<file path="src/rtl/aes_pkg.sv">
// Shared types for the AES CBC controller and the core it drives.
package aes_pkg;

   localparam int AES_BLK_W = 128;
   localparam int AES_KEY_W = 256;

   typedef logic [AES_BLK_W-1:0] aes_block_t;
   typedef logic [AES_KEY_W-1:0] aes_key_t;

   typedef enum logic [1:0] {
      AES128 = 2'd0,
      AES192 = 2'd1,
      AES256 = 2'd2
   } aes_mode_e;

   typedef enum logic [1:0] {
      IDLE  = 2'd0,
      START = 2'd1,
      WAIT  = 2'd2,
      OUT   = 2'd3
   } cbc_state_e;

endpackage

</file>
<file path="src/rtl/aes_cbc_ctrl.sv">
// CBC chaining front end for one AES core: start/done initiator, one block in flight,
// valid/ready streams on both sides and a sticky error on core timeout.
module aes_cbc_ctrl
   import aes_pkg::*;
#(
   parameter int BLK_W   = 128,
   parameter int KEY_W   = 256,
   parameter int TIMEOUT = 1023
) (
   input  logic             clk,
   input  logic             reset,
   input  logic             cfg_load,
   input  logic             cfg_enc_dec,
   input  logic [1:0]       cfg_mode,
   input  logic [KEY_W-1:0] cfg_key,
   input  logic [BLK_W-1:0] cfg_iv,
   input  logic             in_valid,
   output logic             in_ready,
   input  logic [BLK_W-1:0] in_data,
   input  logic             in_last,
   output logic             out_valid,
   input  logic             out_ready,
   output logic [BLK_W-1:0] out_data,
   output logic             out_last,
   output logic             err,
   output logic             core_start,
   output logic             core_enc_dec,
   output logic [1:0]       core_mode,
   output logic [KEY_W-1:0] core_key,
   output logic [BLK_W-1:0] core_data_in,
   input  logic [BLK_W-1:0] core_data_out,
   input  logic             core_done
);

   // Counter holds 0..TIMEOUT-1; the last value is the final WAIT cycle allowed.
   localparam int CNT_W = (TIMEOUT > 1) ? $clog2(TIMEOUT) : 1;
   localparam logic [CNT_W-1:0] CNT_LAST = CNT_W'((TIMEOUT > 0) ? TIMEOUT - 1 : 0);

   cbc_state_e       state_q;
   logic             armed_q;
   logic             dec_q;
   aes_mode_e        mode_q;
   logic [KEY_W-1:0] key_q;
   logic [BLK_W-1:0] chain_q;
   logic [BLK_W-1:0] blk_q;
   logic             last_q;
   logic [BLK_W-1:0] data_in_q;
   logic             start_q;
   logic [CNT_W-1:0] cnt_q;
   logic             out_valid_q;
   logic [BLK_W-1:0] out_data_q;
   logic             out_last_q;
   logic             err_q;

   logic             in_hs;
   logic             timeout_hit;
   logic [BLK_W-1:0] res_d;
   logic [BLK_W-1:0] chain_d;

   assign in_ready    = (state_q == IDLE) & armed_q & ~cfg_load;
   assign in_hs       = in_valid & in_ready;
   assign timeout_hit = (TIMEOUT != 0) && (cnt_q == CNT_LAST);

   // Decrypt un-chains after the core and carries the ciphertext forward;
   // encrypt carries the fresh ciphertext forward unchanged.
   assign res_d   = dec_q ? (core_data_out ^ chain_q) : core_data_out;
   assign chain_d = dec_q ? blk_q : core_data_out;

   always_ff @(posedge clk) begin
      if (reset) begin
         state_q     <= IDLE;
         armed_q     <= 1'b0;
         dec_q       <= 1'b0;
         mode_q      <= AES128;
         key_q       <= '0;
         chain_q     <= '0;
         blk_q       <= '0;
         last_q      <= 1'b0;
         data_in_q   <= '0;
         start_q     <= 1'b0;
         cnt_q       <= '0;
         out_valid_q <= 1'b0;
         out_data_q  <= '0;
         out_last_q  <= 1'b0;
         err_q       <= 1'b0;
      end else begin
         case (state_q)
            IDLE: begin
               if (cfg_load) begin
                  dec_q   <= cfg_enc_dec;
                  mode_q  <= aes_mode_e'(cfg_mode);
                  key_q   <= cfg_key;
                  chain_q <= cfg_iv;
                  armed_q <= 1'b1;
               end else if (in_hs) begin
                  blk_q     <= in_data;
                  last_q    <= in_last;
                  data_in_q <= dec_q ? in_data : (in_data ^ chain_q);
                  start_q   <= 1'b1;
                  state_q   <= START;
               end
            end
            START: begin
               start_q <= 1'b0;
               cnt_q   <= '0;
               state_q <= WAIT;
            end
            WAIT: begin
               if (core_done) begin
                  out_data_q  <= res_d;
                  chain_q     <= chain_d;
                  out_last_q  <= last_q;
                  out_valid_q <= 1'b1;
                  state_q     <= OUT;
               end else if (timeout_hit) begin
                  err_q   <= 1'b1;
                  armed_q <= 1'b0;
                  state_q <= IDLE;
               end else begin
                  cnt_q <= cnt_q + CNT_W'(1);
               end
            end
            OUT: begin
               if (out_ready) begin
                  out_valid_q <= 1'b0;
                  if (last_q) begin
                     armed_q <= 1'b0;
                  end
                  state_q <= IDLE;
               end
            end
            default: state_q <= IDLE;
         endcase
      end
   end

   assign out_valid    = out_valid_q;
   assign out_data     = out_data_q;
   assign out_last     = out_last_q;
   assign err          = err_q;
   assign core_start   = start_q;
   assign core_enc_dec = dec_q;
   assign core_mode    = mode_q;
   assign core_key     = key_q;
   assign core_data_in = data_in_q;

endmodule
</file>
<file path="config.mk">
export PLATFORM = sky130hd
export DESIGN_NAME = aes_cbc_ctrl
export DESIGN_NICKNAME = d
export VERILOG_FILES = /design/src/rtl/aes_pkg.sv /design/src/rtl/aes_cbc_ctrl.sv
export SDC_FILE = /design/constraint.sdc
export NUM_CORES = 2
export LEC_CHECK = 0
export CAP_MARGIN = 20
export CORE_AREA = 2 2 452 454
export DETAILED_ROUTE_END_ITERATION = 6
export DIE_AREA = 0 0 454 456
export PLACE_DENSITY_LB_ADDON = 0.3
export SLEW_MARGIN = 10
export SYNTH_ARGS = -nofsm -noshare
export SYNTH_HDL_FRONTEND = slang
export SYNTH_SLANG_ARGS = --single-unit
</file>
<file path="constraint.sdc">
create_clock -name clk -period 2.37 [get_ports clk]
set_input_delay 0.5925 -clock clk [delete_from_list [all_inputs] [get_ports clk]]
set_output_delay 0.5925 -clock clk [all_outputs]
set_load 0.01 [all_outputs]
</file>
Word-level counts from Yosys, hierarchy flattened
Index checks and enable logic that the tools add are counted.
{"block": "totals", "register_bits": 789, "inputBits": 650, "wordCells": 80}
{"block": "classes", "addsub": 1, "n_eq_ne": 14, "n_mux": 27, "bitwise_logic": 7, "reduce_logical": 16}
{"op": "two-way mux 128 bit", "count": 5}
{"op": "case mux 128 bit (2 select lines)", "count": 1}
{"op": "XOR 128 bit", "count": 2}
{"op": "two-way mux 10 bit", "count": 2}
{"op": "case mux 10 bit (2 select lines)", "count": 1}
{"op": "!= test 2 bit, second input constant", "count": 9}
{"op": "AND reduction 3 bit", "count": 6}
{"op": "adder 10 x 1 -> 10 bit, second input constant", "count": 1}
{"op": "== test 10 bit, second input constant", "count": 1}
{"op": "two-way mux 2 bit", "count": 5}
{"op": "two-way mux 1 bit", "count": 9}
{"op": "case mux 2 bit (4 select lines)", "count": 1}
{"op": "nonzero test 2 bit", "count": 4}
{"op": "AND reduction 6 bit", "count": 1}
{"op": "== test 2 bit, second input constant", "count": 2}
{"op": "case mux 1 bit (2 select lines)", "count": 2}
{"op": "AND reduction 2 bit", "count": 2}
{"op": "AND reduction 4 bit", "count": 1}
{"op": "AND 1 bit", "count": 3}
{"op": "!= test 3 bit, second input constant", "count": 1}
{"op": "case mux 1 bit (3 select lines)", "count": 1}
{"op": "nonzero test 3 bit", "count": 1}
{"op": "== test 2 x 1 -> 1 bit, second input constant", "count": 1}
{"op": "logical NOT 2 bit", "count": 1}
{"op": "NOT 1 bit", "count": 2}

Longest topological paths before layout
{"block": "depth", "word_depth": 7, "depth_mapped": 9, "depth_no_buf": 6}

Worst setup path before layout
OpenSTA, ideal clock, no wires.
{"block": "synth_timing", "kind": "reg-to-reg", "startpoint": "register state_q[0]", "endpoint": "register chain_q[100]", "setup_ps": 70, "arrival_ps": 1722, "required_ps": 2300, "slack_ps": 577, "path_stages_with_launch": 10, "path_cell_list": "dfxtp_1 > inv_1 > ha_1 > clkbuf_1 > nand2b_1 > o211a_1 > buf_2 > buf_1 > o211ai_1 > a21oi_1"}
{"block": "synth_via", "elab_chain_cells": 3, "elab_cells_between_ends": 7, "classes_between": "eq/ne (3); mux (1); reduce/logical (3)"}
{"element": "start: declaration", "line_no": "aes_cbc_ctrl.sv:39", "rtl": "cbc_state_e state_q;"}
{"element": "start signal: assignment", "line_no": "aes_cbc_ctrl.sv:71", "rtl": "state_q <= IDLE;"}
{"element": "start signal: assignment", "line_no": "aes_cbc_ctrl.sv:100", "rtl": "state_q <= START;"}
{"element": "start signal: assignment", "line_no": "aes_cbc_ctrl.sv:106", "rtl": "state_q <= WAIT;"}
{"element": "== test 2 bit / logical NOT 2 bit (equally long branches)", "line_no": "aes_cbc_ctrl.sv:87", "rtl": "case (state_q)"}
{"element": "!= test 2 bit (no line) / nonzero test 2 bit (equally long branches)"}
{"element": "AND reduction 3 bit (no line)"}
{"element": "end signal: assignment", "line_no": "aes_cbc_ctrl.sv:93", "rtl": "chain_q <= cfg_iv;"}
{"element": "end signal: assignment", "line_no": "aes_cbc_ctrl.sv:111", "rtl": "chain_q <= chain_d;"}
{"element": "end: declaration", "line_no": "aes_cbc_ctrl.sv:44", "rtl": "logic [BLK_W-1:0] chain_q;"}
Parallel ways exist; a longest one is shown, timed or not.
A chain may end at the register's enable or synchronous reset.

Final worst setup path
{"block": "layout_timing", "startpoint": "register state_q[1]", "endpoint": "output in_ready"}
{"block": "layout_via", "elab_chain_cells": 3}
{"element": "logical NOT 2 bit", "line_no": "aes_cbc_ctrl.sv:60", "rtl": "assign in_ready = (state_q == IDLE) & armed_q & ~cfg_load;"}
{"element": "AND 1 bit (2 in a row)", "line_no": "aes_cbc_ctrl.sv:60"}
{"element": "end: declaration", "line_no": "aes_cbc_ctrl.sv:18", "rtl": "output logic in_ready,"}
No other way between the ends.

==> metrics.yaml <==
path_cells: "inv_4 -> ha_4 -> inv_2 -> nor3b_2 -> buf_2"
drv_cap: 0
yosys_warnings: 0
crit_path_start: "state_q[1]$_SDFFE_PP0P_"
synthArstFlopShare_pct: 0
crit_type: "register to output pin"
nets: 5858
avgSynthCellArea_sq_um: 8.16
wl_per_cell_um: 19.6
fin_util_pct: 26.0
synth_top_family_by_area: "simple AND/OR/NAND/NOR gates"
grt-ovfl-total: 0
cts.sinks: 789
highest_layer: "met5"
worst_setup_path_start_kind: "register"
ir_drop_mv: 0.597
die_w_um: 454
synthMuxAreaShare_pct: 3.90
grt_setup_unrepaired: "yes"
io_pins: 1170
switching_power_uw: 17000
leakage_uw: 0.0181
internal-power_uw: 32300
min_period_ns: 2.31
clkPwrFrac_pct: 31.5
gp_congestion: 0.876
ys_ff_latch: 789
setup_viol: 0
slowest_delay_ns: 0.37
drtAntennaViolNets: 0
drt-total-wl_um: 156000
clk_path_buf_depth: 3
power.density_nw_per_um2: 941
start_util_pct: 16.4
fin_crit_sh_pct: 97.5
cts-root-buf: "clkbuf_16"
grt_util_all_layers_pct: 14.4
wl_met3_um: 10300
status: "finished clean"
synthSimpleGateAreaFrac_pct: 19.4
synth_edf_count: 0
nFillCells: 21851
final_cell_mix: "nand2_1, clkdlybuf4s50_1, dfxtp_1"
die_area_sq_um: 207000
slew_viol_final: 0
drive_above_1_share_pct: 7.44
arrival_ns: 1.72
crit_required_ns: 1.78
fp.dieH_um: 456
syn_area_sq_um: 33100
synth_cell_types: 47
drt_pass1_iterations: 5
tightestPinTransition_ns: 0.664
cpMaxStageDelayCell: "dfxtp_4"
layout_commonest_cell: "nand2_1"
hold_violations: 0
syn_to_final_growth_pct: 58.3
grt_max_degree: 108
seq_area_frac_synth_pct: 47.8
hold_class: "input pin to register"
grt_first_pass_wirelength_um: 223000
drc_errors: 0
cts_buffers: 100
ctsHoldBuffers: 0
crit_fanout: 4
pwr-share-seq_pct: 34.2
via_per_inst: 4.03
cts_tree: "yes"
fin_skew_ns: 0.0313
wl_met2_um: 81300
power_frac_comb_pct: 34.3
syn-instance-count: 4052
path_clk_slew_ns: 0.06
antenna_found_initial: 22
synth_compound_area_share_pct: 17.3
synthAdderAreaFrac_pct: 0.265
dp_hpwl_um: 120000
critPathTopFamily: "flip-flops"
num_rows: 165
synth_nets: 4709
hold_slack_ns: 0.266
reg2reg_from: "core_enc_dec$_SDFFE_PP0P_"
drtIter0Drc: 1861
via_count: 32060
synthXorXnorAreaFrac_pct: 6.78
ctsHtreeMaxLevel: 3
insertion_delay_ns: 0.73
grt_pass1_vias: 31956
wl_met1_um: 60300
worstSetupEndpointType: "output pin"
port_buffers: 1169
swShare_pct: 34.4
cp.buffers_inverters: 3
maxSlewHeadroom_pct: 55.7
core_sq_um: 202000
setup_tns_ns: 0
min-delay-start: "reset"
max_freq_ghz: 0.433
synthFlopType: "dfxtp_1"
## state kept, by name (all words and copies together), names as in the netlist
register      count
armed_q           1
core_start        1
chain_q         128
err               1
last_q            1
out_last          1
out_data        128
state_q           2
core_mode         2
core_key        256
core_data_in    128
out_valid         1
blk_q           128
cnt_q            10
core_enc_dec      1
## metal layers
metal / global-route usage [%] / up-vias
li1: - / 15873
met1: 15.8 / 15050
met2: 26.7 / 934
met3: 3.92 / 193
met4: 4.33 / 10
met5: 0 / -
## through the flow
step / worst slack, ns / instance area, sq um / power [uW] / cells
after floorplan: 0.577 / 33100 / 25300 / 4052
after detailed placement: -0.105 / 49100 / 34400 / 7768
final: 0.0591 / 52400 / 49300 / 7959
after CTS: -0.102 / 52300 / 50100 / 7951
after global placement: -0.109 / 49100 / 34300 / 7768
after global routing: -0.0434 / 52400 / 52000 / 7959
## path summary, 6_finish.rpt
| check | cells past startpoint | slack (ns) | to |
|---|---|---|---|
| hold reg to reg | 2 | 0.45 | core_key[202]$_SDFFE_PP0P_ |
| setup reg to reg | 8 | 0.13 | chain_q[39]$_SDFFE_PP0P_ |
| setup / recovery | 5 | 0.06 | in_ready |
| hold / removal | 2 | 0.27 | out_data[26]$_SDFFE_PP0P_ |
## Yosys cell counts (all sizes together) (2+ instances only)
cell type / number / area, sq um
clkbuf: 169 / 634
a211oi: 256 / 1920
inv: 9 / 33.8
o31ai: 3 / 27.5
xnor2: 128 / 1120
nor4: 4 / 31.3
nand4: 3 / 25.0
and2b: 2 / 15.0
o21ai: 3 / 15.0
o211ai: 129 / 968
xor2: 128 / 1120
or4: 3 / 22.5
ha: 7 / 87.6
and2: 3 / 18.8
o21a: 4 / 30.0
mux2i: 129 / 1290
nand2b: 6 / 37.5
nand2: 1171 / 4400
o31a: 3 / 26.3
nor2: 263 / 987
a31oi: 2 / 12.5
nor2b: 128 / 801
buf: 162 / 846
nand3: 4 / 20.0
a21oi: 524 / 2620
o2111ai: 2 / 17.5
and4: 3 / 26.3
dfxtp: 789 / 15800
or3: 2 / 12.5
## cells by family after synthesis
| kind of cell | count (synthesis) |
|---|---|
| adder cells (fa/ha/maj) | 7 |
| multiplexers | 129 |
| flip-flops | 789 |
| AO/OA/AOI/OAI | 936 |
| buffers and inverters | 340 |
| XOR/XNOR | 256 |
| AND/OR/NAND/NOR | 1595 |
## repair_timing
item / in CTS / in global routing
setup endpoints to repair: 117 / 11
pin swaps: 1 / 1
gates resized for setup: 129 / 15
buffers inserted: 2 / 1
## power by group through the flow
stage	combinational, uW	sequential [uW]	clock [uW]
2_1_floorplan	7960	17300	0
3_3_place_gp	17200	17100	0
3_5_place_dp	17200	17200	0
4_1_cts	17200	16900	16100
5_1_grt	18400	17100	16500
6_report	16900	16900	15500
## cell type report
type                            count  area (sq um)  share of cell area, %
Clock inverter                     38           447                  0.853
Sequential cell                   789         15800                   30.2
Inverter                            9          36.3                 0.0693
Multi-Input combinational cell   2923         15800                   30.2
Tap cell                         2672          3340                   6.39
Antenna cell                        7          17.5                 0.0335
Clock buffer                      143          2870                   5.47
Timing Repair Buffer             1378         14000                   26.8
No activity file was read; power rests on OpenSTA's default activity.
